$ cat src/rtl/seg7_pkg.sv
// Shared state encoding, display constants and segment table for seg7_scan.
package seg7_pkg;

  typedef logic [1:0] state_t;

  localparam state_t DIG0 = 2'd0;
  localparam state_t GAP0 = 2'd1;
  localparam state_t DIG1 = 2'd2;
  localparam state_t GAP1 = 2'd3;

  localparam logic [6:0] SEG_BLANK = 7'h7F;
  localparam logic [1:0] AN_OFF    = 2'b11;

  // Active-low patterns for digits 0..9, bit0=a .. bit6=g.
  localparam logic [6:0] SEG_TABLE [10] = '{
    7'h40, 7'h79, 7'h24, 7'h30, 7'h19,
    7'h12, 7'h02, 7'h78, 7'h00, 7'h10
  };

  function automatic int unsigned max_u(input int unsigned a, input int unsigned b);
    return (a > b) ? a : b;
  endfunction

endpackage

$ cat src/rtl/seg7_decode.sv
// Combinational digit to active-low segment decoder; non-decimal inputs blank.
module seg7_decode
  import seg7_pkg::*;
(
  input  logic [3:0] digit,
  output logic [6:0] seg_n
);

  always_comb begin
    seg_n = SEG_BLANK;
    if (digit <= 4'd9) seg_n = SEG_TABLE[digit];
  end

endmodule

$ cat src/rtl/seg7_scan.sv
// Two-digit multiplexed 7-segment scanner with per-frame snapshot and blanking gaps.
// Optional leading-zero blanking of the tens digit via SEG7_LZB_EN.
module seg7_scan
  import seg7_pkg::*;
#(
  parameter int unsigned SCAN_DIV = 100000,
  parameter int unsigned GAP_CYC  = 100
) (
  input  logic       clk_100m,
  input  logic       xreset,
  input  logic [3:0] count,
  output logic [6:0] seg_n,
  output logic [1:0] an_n,
  output logic       frame_tick
);

  localparam int unsigned TW = $clog2(max_u(SCAN_DIV, GAP_CYC));
  localparam logic [TW-1:0] DIG_LAST = TW'(SCAN_DIV - 1);
  localparam logic [TW-1:0] GAP_LAST = TW'(GAP_CYC - 1);

  state_t        state_q, state_d;
  logic [TW-1:0] timer_q, timer_d;
  logic [3:0]    snap_q, snap_d;
  logic          last;
  logic          tens;
  logic [3:0]    ones;
  logic [6:0]    seg_ones, seg_tens;
  logic [6:0]    seg_d;
  logic [1:0]    an_d;
  logic          tick_d;

  always_comb begin
    last    = (state_q == DIG0 || state_q == DIG1) ? (timer_q == DIG_LAST)
                                                   : (timer_q == GAP_LAST);
    timer_d = last ? '0 : timer_q + 1'b1;
    state_d = state_q;
    if (last) begin
      unique case (state_q)
        DIG0:    state_d = GAP0;
        GAP0:    state_d = DIG1;
        DIG1:    state_d = GAP1;
        default: state_d = DIG0;
      endcase
    end
  end

  // The snapshot feeds the output registers on the same edge it is taken,
  // so the first DIG0 cycle already shows the new value.
  assign snap_d = (last && state_q == GAP1) ? count : snap_q;
  assign tens   = (snap_d >= 4'd10);
  assign ones   = tens ? snap_d - 4'd10 : snap_d;

  seg7_decode u_dec_ones (
    .digit (ones),
    .seg_n (seg_ones)
  );

  seg7_decode u_dec_tens (
    .digit ({3'b000, tens}),
    .seg_n (seg_tens)
  );

  always_comb begin
    seg_d  = SEG_BLANK;
    an_d   = AN_OFF;
    tick_d = last && (state_q == GAP1);
    unique case (state_d)
      DIG0: begin
        an_d  = 2'b10;
        seg_d = seg_ones;
      end
      DIG1: begin
        // Anode stays driven when blanked so per-digit duty cycle is unchanged.
        an_d  = 2'b01;
`ifdef SEG7_LZB_EN
        seg_d = tens ? seg_tens : SEG_BLANK;
`else
        seg_d = seg_tens;
`endif
      end
      default: begin
        an_d  = AN_OFF;
        seg_d = SEG_BLANK;
      end
    endcase
  end

  always_ff @(posedge clk_100m or negedge xreset) begin
    if (!xreset) begin
      state_q    <= GAP1;
      timer_q    <= '0;
      snap_q     <= 4'd0;
      seg_n      <= SEG_BLANK;
      an_n       <= AN_OFF;
      frame_tick <= 1'b0;
    end else begin
      state_q    <= state_d;
      timer_q    <= timer_d;
      snap_q     <= snap_d;
      seg_n      <= seg_d;
      an_n       <= an_d;
      frame_tick <= tick_d;
    end
  end

endmodule

$ cat config.mk
export PLATFORM = sky130hd
export DESIGN_NAME = seg7_scan
export DESIGN_NICKNAME = d
export VERILOG_FILES = /design/src/rtl/seg7_pkg.sv /design/src/rtl/seg7_decode.sv /design/src/rtl/seg7_scan.sv
export SDC_FILE = /design/constraint.sdc
export NUM_CORES = 1
export LEC_CHECK = 0
export ABC_CLOCK_PERIOD_IN_PS = 2600
export BUFFER_PORTS_ARGS = -buffer_cell sky130_fd_sc_hd__buf_2
export CAP_MARGIN = 5
export CORE_AREA = 2 2 45 88
export CTS_CLUSTER_DIAMETER = 80
export DETAILED_ROUTE_END_ITERATION = 6
export DIE_AREA = 0 0 47 90
export PLACE_DENSITY = 0.72
export REMOVE_ABC_BUFFERS = 1
export SLEW_MARGIN = 20
export SYNTH_ARGS = -nofsm -noshare
export SYNTH_HDL_FRONTEND = slang
export SYNTH_SLANG_ARGS = --single-unit
export TNS_END_PERCENT = 5
$ cat constraint.sdc
create_clock -name clk_100m -period 2.6 [get_ports clk_100m]
set_input_delay 0.39 -clock clk_100m [delete_from_list [all_inputs] [get_ports clk_100m]]
set_output_delay 0.39 -clock clk_100m [all_outputs]
set_load 0.005 [all_outputs]
==> flow_summary.ini <==
[layout]
antenna_cells = 0
fin_util = 0.629
drive_gt1_frac = 0.393
final_cell_mix = 22 x dfrtp_1, 21 x buf_4, 18 x nor2_1
regArea_sq_um = 840
syn2layout_area_growth_pct = 30.9
nNetsFinal = 220
final_area_sq_um = 2240
multi_input_area_sq_um = 925
nFillCells = 307
layout.cells.most_common = dfrtp_1

[floorplanning]
std_cell_rows = 31
die_x_um = 47
die-area_sq_um = 4230
core_sq_um = 3570
initial_utilization = 0.480
die_y_um = 90
design.portCount = 16

[routing]
antenna_left = 0
drt_iter0_drc = 50
via_count = 1431
wl_um = 4290
drc = 0
wl_per_cell_um = 16.5
via_per_inst = 5.50
drt-pass1-iter-count = 5

[setup_path]
arrival_ns = 2.85
worst_path_largest_cell_delay_ns = 0.57
crit_type = flop to flop
crit_slowest_cell = a2111o_2
crit_top_cell = inv_2
worst_setup_path_start_kind = flop
cp_num_buf_inv = 3
crit_chain = inv_2 > or4_4 > a2111o_2 > buf_12 > mux2i_4 > inv_2 > nor2_1 > a21oi_1 > a211o_1
required_ns = 2.82
critical_path.top_delay_family = compound AO/OA/AOI/OAI gates
end_kind = flop
path_max_fanout = 5

[grt]
grt_usage = 0.231
grt_pass1_vias = 1510
antenna_found_initial = 0
overflow = 0
grt_pass1_wl_um = 7000
grt_max_degree = 34

[clocking]
cts_root_buffer = clkbuf_8
cts_buffer_depth = 2
cts.clk_slew.worst_paths_ns = 0.07
cts_buffers = 5
cts_tree = built
clock-sinks = 33
htree_levels = 2
worst_skew_pair.late_latency_ns = 0.29

[placement]
placed_area_sq_um = 1970
gp_congestion = 0.953
port_buffers = 15
place_ws_ns = -0.151
dpl.hpwl_um = 3010

[timing]
min_period_ns = 2.63
final-hold-violation-count = 0
tightest_slew_ns = 0.741
rsz0062_at_grt = true
fmax_ghz = 0.381
setup_viol = 3
finalWorstSetupSlack_ns = -0.0262
slew-limit-headroom = 0.493
final_max_slew_viol_count = 0
period_share = 1.01
finalSetupTns_ns = -0.0448
finalClockSkew_ns = 0.00425

[hold_path]
hp-class = primary input to async pin

[synthesis]
ys_ff_latch = 33
synth_top_cell_by_area = dfrtp_1
ys_types = 41
yosysSeqAreaShare = 0.490
synth_top_area_share = 0.321
postSynthAreaPerCell_sq_um = 10.3
netlist_area_sq_um = 1710
netlist_instances = 167
synth_top_flop_cell = dfrtp_1
synth_area_leaders = dfrtp_1 32%, dfstp_2 17%, xnor2_1 6.1%
async_flop_share = 1.00
yosysWarnings = 0
synth_edf_count = 0

[power]
powerDensity_nw_per_um2 = 477
total_leakage_power_uw = 0.00103
ir_drop_mv = 0.506

[job]
max_cap_violations = 0

[status]
status = complete, but fails checks
violations = negative setup slack
final timing paths:
kind / from / endpoint / slack [ns] / cells past startpoint
min in group clk_100m: timer_q[0]$_DFF_PN0_ / timer_q[0]$_DFF_PN0_ / 0.49 / 1
hold / removal: xreset / timer_q[6]$_DFF_PN0_ / 0.15 / 1
max in group asynchronous: xreset / timer_q[15]$_DFF_PN0_ / 1.98 / 1
setup / recovery: state_q[0]$_DFF_PN1_ / seg_n[6]$_DFF_PN1_ / -0.03 / 9
hold reg to reg: timer_q[0]$_DFF_PN0_ / timer_q[0]$_DFF_PN0_ / 0.49 / 1
setup reg to reg: state_q[0]$_DFF_PN1_ / seg_n[6]$_DFF_PN1_ / -0.03 / 9
worst reg2reg max path: stages (launching register included):
cell and delay, ns:
dfstp_2 0.54, inv_2 0.04, or4_4 0.42, a2111o_2 0.57
buf_12 0.17, mux2i_4 0.29, inv_2 0.12, nor2_1 0.11
a21oi_1 0.05, a211o_1 0.26
cell families after synthesis:
logic type,Yosys count,share of synthesized area
and+or+nand+nor,68,0.200
DFF,33,0.490
AOI/OAI and AO/OA,24,0.102
xor gates and xnor gates,16,0.0817
buffers and inverters,14,0.0358
muxes,8,0.0613
adders and majority gates,4,0.0292
stage by stage:
stage | power [uW] | instances | hold WS (ns)
after floorplan | 584 | 164 | 0.0944
after global placement | 626 | 246 | 0.464
after detailed placement | 629 | 246 | 0.480
after CTS | 1070 | 255 | 0.165
after global routing | 1110 | 260 | 0.212
final | 1070 | 260 | 0.150
power by group:
group	switching, uW	internal [uW]
Sequential	8.38	532
Clock	192	239
Combinational	54.5	43.5
Total	255	815
metal layers:
metal,global-route usage,routed length (um),vias to the layer above
met1,0.241,1470,714
met3,0.0422,126,14
li1,-,-,663
met2,0.404,2500,40
met4,0.116,189,0
met5,0,0,-
state kept, by name (all words and copies together), names as in the netlist:
signal / flops
frame_tick: 1
an_n: 2
seg_n: 7
timer_q: 17
snap_q: 4
state_q: 2
cells in the mapped netlist (all sizes together), types with 3 or more instances:
master  number
o21ai        6
and3         5
dfrtp       22
xnor2       12
nor3         5
xor2         4
a21oi        3
a211o        4
ha           4
inv         11
dfstp       11
nand2       14
mux2i        8
nor2        19
nor2b        4
nand3       10
layout make-up:
type,count,area share
well taps,49,0.0273
clock inverters,1,0.00223
multi-input cells,120,0.412
clock buffers,7,0.0429
inverters,11,0.0184
repair buffers,39,0.123
flip-flops and latches,33,0.374
what timing repair did:
item / in CTS / in global routing
hold buffers: 0 / 0
resized for setup: 12 / 16
setup buffers: 1 / 5
pin swaps: 6 / 10
endpoints found under the setup margin: 7 / 7
(Power assumes the default switching activity.)
